**src/rtl/pipe_adder_sv.sv**
```systemverilog
// pipe_adder_sv: pipelined two-operand adder with valid/ready handshake, signed/saturating modes and carry/overflow flags.
// A single global enable (adv) moves every stage at once, so bubbles keep their slots.
module pipe_adder_sv #(
    parameter int W      = 8,
    parameter int STAGES = 2,
    parameter int SIGNED = 0,
    parameter int SAT    = 0
) (
    input  logic         clk,
    input  logic         rst,
    input  logic         in_valid,
    output logic         in_ready,
    input  logic [W-1:0] x_0,
    input  logic [W-1:0] x_1,
    output logic         out_valid,
    input  logic         out_ready,
    output logic [W-1:0] result,
    output logic         carry,
    output logic         ovf
);
    logic              adv;
    logic [W:0]        raw;
    logic              ovf_c;
    logic [W-1:0]      res_c;
    logic [STAGES-1:0] v_q, c_q, o_q;
    logic [W-1:0]      r_q [STAGES];

    assign adv      = !out_valid || out_ready;
    assign in_ready = adv;
    assign raw      = {1'b0, x_0} + {1'b0, x_1};
    assign ovf_c    = (SIGNED != 0) ? (x_0[W-1] == x_1[W-1]) && (raw[W-1] != x_0[W-1]) : raw[W];
    // Signed overflow only happens with equal operand signs, so x_0's sign picks the clamp rail.
    assign res_c    = (SAT == 0 || !ovf_c) ? raw[W-1:0] :
                      (SIGNED == 0) ? {W{1'b1}} : {x_0[W-1], {(W-1){!x_0[W-1]}}};

    always_ff @(posedge clk) begin
        if (rst) begin
            v_q <= '0;
            c_q <= '0;
            o_q <= '0;
            for (int i = 0; i < STAGES; i++) r_q[i] <= '0;
        end else if (adv) begin
            v_q[0] <= in_valid;
            r_q[0] <= res_c;
            c_q[0] <= raw[W];
            o_q[0] <= ovf_c;
            for (int i = 1; i < STAGES; i++) begin
                v_q[i] <= v_q[i-1];
                r_q[i] <= r_q[i-1];
                c_q[i] <= c_q[i-1];
                o_q[i] <= o_q[i-1];
            end
        end
    end

    assign out_valid = v_q[STAGES-1];
    assign result    = r_q[STAGES-1];
    assign carry     = c_q[STAGES-1];
    assign ovf       = o_q[STAGES-1];
endmodule
```
**config.mk**
```make
export PLATFORM = sky130hd
export DESIGN_NAME = pipe_adder_sv
export DESIGN_NICKNAME = d
export VERILOG_FILES = /design/src/rtl/pipe_adder_sv.sv
export SDC_FILE = /design/constraint.sdc
export NUM_CORES = 1
export LEC_CHECK = 0
export ABC_AREA = 1
export CORE_AREA = 2 2 54 56
export DETAILED_ROUTE_END_ITERATION = 8
export DIE_AREA = 0 0 56 58
export DONT_BUFFER_PORTS = 1
export SYNTH_ARGS = -nofsm -noshare
export SYNTH_HDL_FRONTEND = slang
export SYNTH_SLANG_ARGS = --single-unit
```
**constraint.sdc**
```tcl
create_clock -name clk -period 1.73 [get_ports clk]
set_input_delay 0.173 -clock clk [delete_from_list [all_inputs] [get_ports clk]]
set_output_delay 0.173 -clock clk [all_outputs]
set_load 0.02 [all_outputs]
```
Word level (Yosys, flattened, before mapping) --
Memory sizes are Yosys's and may differ from the RTL's. Index checks and enable logic that the tools add are counted.
Cells by class: mux-type cells 7, add/sub/neg operators 1, bitwise gates (word level) 2, reduce and logical (&&, ||, !) cells 2
Operators with widths (count):
- $mux W8 | 2
- $add A8 B8 Y9 | 1
- $mux W1 | 5
- $or A1 B1 Y1 | 2
- $logic_not A1 Y1 | 1
- $logic_or A1 B1 Y1 | 1
Word-level totals: input port bits 20, logic and storage cells 16, output and inout port bits 12, memory bits (writable) 16, memories 1, bits in registers 6
Memory list:
- r_q | words 2, width 8, rd ports 2, clocked after Yosys merged registers in 0, wr ports 2, line 26 | logic [W-1:0] r_q [STAGES];

Depth between registers and ports, before layout --
word-level depth 6, depth in mapped cells 8, mapped depth without buffers 8

Least setup slack after synthesis --
Ideal clock, no wire load.
path type in2reg, start in x_0[0], end mem r_q[0][6], data pin, data required time 1.475 ns, library setup time 0.255 ns, path buffers 0, cell stages on the path 8, slack 0.308 ns, arrival time 1.167 ns, cells stage by stage ha_1 -> fa_1 -> nand2_1 -> nand2_1 -> nand3b_1 -> nand3_1 -> nand2_1 -> nor2_1
RTL lines:
- start, declared | line 13 | input logic [W-1:0] x_0,
- end, declared | line 26

Final worst setup path --
start reg v_q[1], end out in_ready
On the way: longest elaborated chain between the ends 2
Ends and longest elaborated chain:
- start, declared | line 25 | logic [STAGES-1:0] v_q, c_q, o_q;
- start signal, assigned by index | line 48 | v_q[i] <= v_q[i-1];
- $logic_not A1 Y1 | line 28 | assign adv = !out_valid || out_ready;
- $logic_or A1 B1 Y1 | line 28
- end, declared | line 12 | output logic in_ready,
Every way passes these cells.

==> run_results.csv <==
group,metric,value,unit
pwr,power_density,834,mW/mm^2
cts,clock_latency,0.29,ns
setup_path,crit_type,"flop to output port",
die,die_y,58,microns
routing,ant_nets,0,
setup_path,worst-r2r-cell-count,5,
timing,setup-tns-final,0,ns
layout,fillers,267,
cts,cts_sinks,20,
timing,fin_crit_sh,0.770,
setup_path,rr_startpoint,"v_q[1]$_SDFFE_PP0P_",
timing,rsz0062_at_grt,"no",
routing,wl,1.63,mm
die,dieArea,0.00325,sq mm
setup_path,crit_start,"v_q[1]$_SDFFE_PP0P_",
layout,antenna_cells,0,
synthesis,synthTopCellsByArea,"edfxtp_1 (41%), ha_1 (8.6%), nand2_1 (7.1%)",
die,core_area,0.00266,sq mm
min_path,worstHoldPathType,"input pin to flop",
setup_path,required,1.56,ns
run_status,status,"complete, no violations",
layout,finalInstanceArea,0.00120,sq mm
placement,pre_cts_ws,0.251,ns
cts,hold_buffers,2,
layout,drive_gt1_frac,0.102,
timing,fin_skew,0.00511,ns
cts,clk_path_buf_depth,2,
timing,fin_ws,0.397,ns
synthesis,yosys_register_bits,20,
setup_path,r2r-end,"r_q[0][2]$_SDFFCE_PN0P_",
cts,clk_pin_slew,0.10,ns
setup_path,crit_path_max_fanout,3,
setup_path,critPathLaunchType,"flop",
timing,slew_violations,0,
die,dieWidth,56,microns
pwr,p_leak,0.562,nW
global_routing,grt_max_degree,13,
cts,cts-root-buf,"clkbuf_4",
timing,slew_headroom,0.721,
synthesis,ys_seq_area_frac,0.479,
global_routing,track_usage,0.104,
timing,min_period,1.33,ns
die,rows,19,
synthesis,netlist_instances,130,
synthesis,async_flop_share,0,
layout,fin_util,0.450,
routing,dr.pass1.iters,4,
job,cap_violations,0,
setup_path,crit_path_end,"in_ready",
cts,post_cts_resized,0,
cts,cts_tree,"yes",
synthesis,synthTopCellsByCount,"nand2_1 (22), inv_1 (20), nor2_1 (20), edfxtp_1 (16), buf_4 (9)",
timing,fmax,750,MHz
synthesis,syn_area_per_cell,9.00,sq um
synthesis,yosys.area.top_type,"edfxtp_1",
setup_path,worstPathArrival,1.16,ns
placement,dp_hpwl,1.27,mm
timing,worst_pin_slew,0.418,ns
global_routing,first_global_vias,654,
placement,routabilityCongestion,0.851,
synthesis,synthDistinctLibCells,22,
routing,vias,756,
global_routing,grt_pass1_wl,2.68,mm
cts,cts_made_buffers,3,
synthesis,synth_nets,159,
pwr,vdd_ir_drop_max,0.415,mV
timing,hold_violations,0,
cts,cts_setup_buffers,0,
timing,finalSetupViolCount,0,
layout,fin_nets,158,
global_routing,antenna_found_initial,0,
synthesis,synth_warnings,0,
routing,drc,0,
setup_path,cp-end-kind,"output port",
layout,area_delta_synth_final,2.35,%
cts,htree_levels,1,
synthesis,syn_area,0.00117,sq mm
synthesis,synth_edf_count,16,
routing,drtIter0Drc,23,
min_path,whs_path_depth,3,
routing,vias_per_cell,4.75,
placement,numPortBuffers,0,
synthesis,synth_top_area_share,0.411,
routing,avgRoutedWirePerCell,10.3,microns
setup_path,r2r_slack,0.43,ns
global_routing,grt_overflow,0,
synthesis,synthFlopType,"edfxtp_1",
synthesis,yosysMostFrequentCell,"nand2_1",
die,start_util,0.439,
die,num_io_pins,32,
placement,placed_area,0.00115,sq mm
area by class of cell:
cell class | count | area [sq um] | area share
clock buffers | 3 | 22.5 | 0.0188
clock inverters | 1 | 3.75 | 0.00313
inverters | 23 | 86.3 | 0.0721
multi-input cells | 77 | 450 | 0.376
repair buffers | 4 | 35.0 | 0.0293
well taps | 31 | 38.8 | 0.0324
flip-flops and latches | 20 | 561 | 0.468
where the power goes:
group          switching [mW]  total (mW)  internal (mW)
Clock                   0.130       0.213         0.0838
Combinational          0.0981       0.169         0.0708
Sequential             0.0426       0.617          0.574
state kept, by name, indices dropped and copies added (netlist names):
signal	flops
v_q	2
c_q	2
r_q	16
through the flow:
step	hold WS, ns	total power, mW	std cells
2_1_floorplan	0.273	0.788	130
3_3_place_gp	0.280	0.789	153
3_5_place_dp	0.287	0.794	153
4_1_cts	0.0737	1.01	159
5_1_grt	0.0696	1.07	159
6_report	0.0837	0.999	159
cell families (layout without fill, tap and decap cells):
family,after synthesis,after routing,synth area share
AOI/OAI and AO/OA,11,11,0.0503
buffers and inverters,33,31,0.136
and+or+nand+nor,57,57,0.232
DFF,20,20,0.479
adders and majority gates,9,9,0.103
placed cells by master (no fill, tap or decap):
cell type / instances
a21oi_1: 8
a22o_1: 1
and2_4: 1
buf_4: 2
clkbuf_4: 3
clkinv_1: 1
dfxtp_1: 4
dlygate4sd3_1: 2
edfxtp_1: 16
fa_1: 1
ha_1: 8
inv_1: 20
inv_2: 3
nand2_1: 22
nand2_2: 1
nand3_1: 6
nand3b_1: 2
nor2_1: 20
nor2_4: 1
nor2_8: 1
nor3b_1: 1
o21ai_0: 2
or2_1: 1
or2_4: 1
layer usage:
layer,wire length (microns),part of all wire,GRT usage
met2,784,0.48,0.180
met3,72,0.044,0.0134
met5,0,0,0
met4,20,0.012,0.0612
met1,755,0.46,0.126
worst max-delay path, cell delays in order, from the launching register on:
cell and delay [ns]:
dfxtp_1 0.46, inv_1 0.11, nor2_4 0.17, inv_1 0.14
worst min-delay path by stage:
stage          start  slack (ns)                  end
6_report         rst        0.08  v_q[0]$_SDFFE_PP0P_
5_1_grt          rst        0.07  v_q[0]$_SDFFE_PP0P_
4_1_cts          rst        0.07  v_q[0]$_SDFFE_PP0P_
3_5_place_dp     rst        0.29  v_q[1]$_SDFFE_PP0P_
3_3_place_gp     rst        0.28  v_q[1]$_SDFFE_PP0P_
2_1_floorplan    rst        0.27  v_q[1]$_SDFFE_PP0P_
Power figures use the tool's default switching activity.
